`src/rtl/alu8_accum_ctrl.sv`:
```
// Accumulator/command controller sitting in front of an 8-bit ALU instance.
// Optional macro ACCUM_STICKY_FLAGS_EN adds sticky carry/overflow tracking and the CLRSTICKY op.
module alu8_accum_ctrl #(
  parameter int WIDTH   = 8,
  parameter int ALU_LAT = 1
) (
  input  logic             clk,
  input  logic             rst,
  input  logic             cmd_valid,
  output logic             cmd_ready,
  input  logic [3:0]       cmd_op,
  input  logic [WIDTH-1:0] cmd_data,
  output logic [WIDTH-1:0] alu_a,
  output logic [WIDTH-1:0] alu_b,
  output logic [2:0]       alu_op,
  input  logic [WIDTH-1:0] alu_result,
  input  logic [3:0]       alu_flags,
  output logic             rsp_valid,
  input  logic             rsp_ready,
  output logic [WIDTH-1:0] rsp_result,
  output logic [3:0]       rsp_flags,
  output logic             rsp_err,
`ifdef ACCUM_STICKY_FLAGS_EN
  output logic [1:0]       sticky_o,
`endif
  output logic [WIDTH-1:0] acc_o,
  output logic [3:0]       flags_o
);

  typedef enum logic [1:0] {
    IDLE = 2'd0,
    EXEC = 2'd1,
    RESP = 2'd2
  } state_t;

  localparam logic [2:0] OP_CMP     = 3'b101;
  localparam logic [3:0] OP_LOAD    = 4'b1000;
  localparam logic [3:0] OP_CLEAR   = 4'b1001;
  localparam logic [3:0] CLEAR_FLAGS = 4'b0001;
  localparam logic [2:0] LAT_START  = 3'(ALU_LAT - 1);

  state_t           state;
  logic [2:0]       lat_cnt;
  logic             is_alu;
  logic             is_load;
  logic             is_clear;
  logic             is_clrsticky;
  logic [3:0]       load_flags;
  logic             accept;

  assign cmd_ready = (state == IDLE) && !rst;
  assign accept    = cmd_valid && cmd_ready;

  // Command decode; anything not claimed here falls through as illegal.
  always_comb begin
    is_alu       = 1'b0;
    is_load      = 1'b0;
    is_clear     = 1'b0;
    is_clrsticky = 1'b0;
    load_flags   = {cmd_data[WIDTH-1], 1'b0, 1'b0, (cmd_data == '0)};
    if (!cmd_op[3] && (cmd_op[2:0] <= OP_CMP)) begin
      is_alu = 1'b1;
    end
    if (cmd_op == OP_LOAD) begin
      is_load = 1'b1;
    end
    if (cmd_op == OP_CLEAR) begin
      is_clear = 1'b1;
    end
`ifdef ACCUM_STICKY_FLAGS_EN
    if (cmd_op == 4'b1010) begin
      is_clrsticky = 1'b1;
    end
`endif
  end

  always_ff @(posedge clk) begin
    if (rst) begin
      state      <= IDLE;
      lat_cnt    <= '0;
      alu_a      <= '0;
      alu_b      <= '0;
      alu_op     <= '0;
      rsp_valid  <= 1'b0;
      rsp_result <= '0;
      rsp_flags  <= '0;
      rsp_err    <= 1'b0;
      acc_o      <= '0;
      flags_o    <= '0;
`ifdef ACCUM_STICKY_FLAGS_EN
      sticky_o   <= '0;
`endif
    end else begin
      case (state)
        IDLE: begin
          if (accept) begin
            rsp_err <= 1'b0;
            if (is_alu) begin
              alu_a   <= acc_o;
              alu_b   <= cmd_data;
              alu_op  <= cmd_op[2:0];
              lat_cnt <= LAT_START;
              state   <= EXEC;
            end else if (is_load) begin
              acc_o      <= cmd_data;
              flags_o    <= load_flags;
              rsp_result <= cmd_data;
              rsp_flags  <= load_flags;
              rsp_valid  <= 1'b1;
              state      <= RESP;
            end else if (is_clear) begin
              acc_o      <= '0;
              flags_o    <= CLEAR_FLAGS;
              rsp_result <= '0;
              rsp_flags  <= CLEAR_FLAGS;
              rsp_valid  <= 1'b1;
              state      <= RESP;
            end else if (is_clrsticky) begin
`ifdef ACCUM_STICKY_FLAGS_EN
              sticky_o   <= '0;
`endif
              rsp_result <= acc_o;
              rsp_flags  <= flags_o;
              rsp_valid  <= 1'b1;
              state      <= RESP;
            end else begin
              rsp_err    <= 1'b1;
              rsp_result <= acc_o;
              rsp_flags  <= flags_o;
              rsp_valid  <= 1'b1;
              state      <= RESP;
            end
          end
        end

        // Operands stay parked on alu_* while the ALU settles; compare never writes acc.
        EXEC: begin
          if (lat_cnt == '0) begin
            rsp_result <= alu_result;
            rsp_flags  <= alu_flags;
            flags_o    <= alu_flags;
            if (alu_op != OP_CMP) begin
              acc_o <= alu_result;
            end
`ifdef ACCUM_STICKY_FLAGS_EN
            sticky_o   <= sticky_o | alu_flags[2:1];
`endif
            rsp_valid  <= 1'b1;
            state      <= RESP;
          end else begin
            lat_cnt <= lat_cnt - 3'd1;
          end
        end

        RESP: begin
          if (rsp_ready) begin
            rsp_valid <= 1'b0;
            state     <= IDLE;
          end
        end

        default: begin
          rsp_valid <= 1'b0;
          state     <= IDLE;
        end
      endcase
    end
  end

endmodule
```
`config.mk`:
```
export PLATFORM = sky130hd
export DESIGN_NAME = alu8_accum_ctrl
export DESIGN_NICKNAME = d
export VERILOG_FILES = /design/src/rtl/alu8_accum_ctrl.sv
export SDC_FILE = /design/constraint.sdc
export NUM_CORES = 1
export LEC_CHECK = 0
export ABC_CLOCK_PERIOD_IN_PS = 2700
export CORE_ASPECT_RATIO = 2
export CORE_MARGIN = 1
export CORE_UTILIZATION = 50
export CTS_CLUSTER_SIZE = 30
export DETAILED_ROUTE_END_ITERATION = 10
export DONT_BUFFER_PORTS = 1
export GPL_ROUTABILITY_DRIVEN = 0
export GPL_TIMING_DRIVEN = 1
export SYNTH_ARGS = -nofsm -noshare
export SYNTH_HDL_FRONTEND = slang
export SYNTH_SLANG_ARGS = --single-unit
```
`constraint.sdc`:
```
create_clock -name clk -period 2.7 [get_ports clk]
set_input_delay 0.675 -clock clk [delete_from_list [all_inputs] [get_ports clk]]
set_output_delay 0.675 -clock clk [all_outputs]
set_load 0.03 [all_outputs]
```
==> run summary <==
Outcome - complete, no violations
EDFF count, synth - 0
1st-iter DRT viols - 41
CTS clk-pin slew, worst paths - 0.08 ns
Setup bufs post-CTS - 0
CTS tree - built
CP arrival - 2.18 ns
Wire per inst - 17.0 um
PwrDens - 569 nW/um^2
Synthesized net count - 271
Yosys top cell by area - dfxtp_1
DRT Wirelength - 4800 um
M1 GR Usage - 23.6%
Place WS - 0.666 ns
Crit-path max FO - 8
Die H - 92.2 um
Die W - 47.1 um
YS warnings - 0
Final setup viols - 0
Port Buf Inserts - 0
Util after Layout - 54.0%
Antenna viol nets, final - 0
Area growth, synth to finish - 3.14%
R2R depth - 6
MaxCap Viol Count - 0
First-pass GRT wire length - 7400 um
Mapped Cells - 241
Hold/Removal Path Class - in2reg
Minimum clock period - 1.94 ns
Design Power - 1.19 mW
GR Util met3 - 6.10%
Hold Violations, Final - 0
Num rows - 32
Most frequent cell after synthesis - nand2_1
Die area - 4340 sq um
Dpl cells - 276
Period utilization - 71.9%
Core area - 3880 sq um
Vias per cell - 5.88
Clk_skew - 0.00405 ns
Post-synth ARST share - 0%
Slew margin rel. - 55.4%
Slew @ Worst Pin - 0.669 ns
Pin count of the biggest net entering global routing - 41
Ant. Diodes - 0
Clk_lat worst skew - 0.29 ns
Dominant synthesized flop cell - dfxtp_1
Top cells by count, synth - nand2_1 (58), dfxtp_1 (46), a21oi_1 (26), nor2_1 (10), nand3_1 (8)
DP Area - 2020 sq um
CTS HTree Levels - 2
Post-synthesis register bit count - 46
Max Root-Sink Buffers - 2
Gr usage total - 23.6%
Layout cells sized above 1 - 7.33%
Grt peak-use layer - met2
Post-DP HPWL - 3750 um
Worst path required time - 2.94 ns
Grt total ovfl - 0
Clock Sinks - 46
CTS Buf Count - 5
RSZ-0062 raised after global routing - no
Seq/Total Area, Yosys - 45.3%
Final setup TNS - 0 ns
Top area cells in the synthesized netlist - dfxtp_1 (45%), nand2_1 (11%), a21oi_1 (6.4%)
M2 GR Usage - 42.4%
Vias - 1664
Mapped Area - 2030 sq um
Worst vdd rail ir drop - 343 uV
Cell depth of the worst hold path - 1
Resize count post-CTS - 0
Post-CTS Hold Buffers - 0
CP Capture Type - flip-flop
Leak Pwr - 0.648 nW
Syn Area/Cell - 8.44 sq um
Final Non-Filler Cells - 283
Final Max Slew Viols - 0
Setup ws final - 0.758 ns
Crit start category - flip-flop
Final instance area - 2100 sq um
Max Fclk - 0.515 GHz
Cell variety after synth - 41
Hold slack - 0.441 ns
Initial Util - 52.4%
Initial antenna violation count - 0
Boundary Pins - 74
Vias in the first global route - 1594
Drt drc - 0
DR pass1 iterations - 4
Final net count - 262
Post-synth top area share - 45.3%
Clk root buf - clkbuf_8
Crit path kind - reg2reg
==> area by class of cell <==
cell class                      instances  area (sq um)
Timing Repair Buffer                    4          42.5
Fill cell                             400          1790
Inverter                                2          7.51
Clock buffer                            7          76.3
Tap cell                               51          63.8
Multi-Input combinational cell        173           986
Sequential cell                        46           921
==> report_power, final <==
| part | switching, mW | internal (mW) |
|---|---|---|
| Combinational | 0.0461 | 0.0343 |
| Clock | 0.205 | 0.178 |
| Sequential | 0.0387 | 0.691 |
==> routing by layer <==
layer,wire length [um],vias up,part of all wire (%)
met5,0,-,0
met2,2570,65,54
li1,-,814,-
met1,1700,775,35
met3,395,10,8.2
met4,131,0,2.7
==> cell families (layout without fill, tap and decap cells) <==
family | count (synthesis) | after routing | synth area share (%)
AOI/OAI and AO/OA | 51 | 51 | 15.9
xor gates and xnor gates | 2 | 2 | 0.862
adders and majority gates | 2 | 2 | 1.23
buffers and inverters | 22 | 13 | 6.22
DFF | 46 | 46 | 45.3
and+or+nand+nor | 118 | 118 | 30.5
==> sequential cells by signal (all words and copies together) (netlist names) <==
name	flops
lat_cnt	3
alu_a	8
alu_b	8
acc_o	8
state	2
rsp_result	8
rsp_err	1
alu_op	3
rsp_valid	1
flags_o	4
==> cell usage in the layout (no fill, tap or decap), types with 2 or more instances in the layout <==
cell	n
a2111oi_0	2
a21oi_1	26
a221oi_1	2
a22o_1	2
and3_1	7
buf_4	3
clkbuf_1	2
clkbuf_8	5
dfxtp_1	46
ha_1	2
inv_1	2
nand2_1	58
nand3_1	8
nand3b_1	4
nand4b_1	7
nor2_1	10
nor2b_1	4
nor3_1	4
nor3b_1	3
nor4_1	2
o21ai_0	7
o2bb2ai_1	7
xnor2_1	2
==> worst max-delay path, cell delays in order (launching register included) <==
cell,delay [ns]
dfxtp_1,0.35
inv_1,0.07
ha_1,0.22
and4bb_2,0.28
a21oi_1,0.24
nor2b_1,0.49
a22o_1,0.23
==> path summary, 6_finish.rpt <==
path | start | to | slack (ns)
setup reg to reg | lat_cnt[0]$_SDFFE_PP0P_ | rsp_result[7]$_SDFFE_PP0P_ | 0.76
setup / recovery | lat_cnt[0]$_SDFFE_PP0P_ | rsp_result[7]$_SDFFE_PP0P_ | 0.76
hold reg to reg | lat_cnt[1]$_SDFFE_PP0P_ | lat_cnt[1]$_SDFFE_PP0P_ | 0.51
hold / removal | rst | state[1]$_SDFFE_PP0P_ | 0.44
Note: power is estimated with default switching activity, not from simulation.
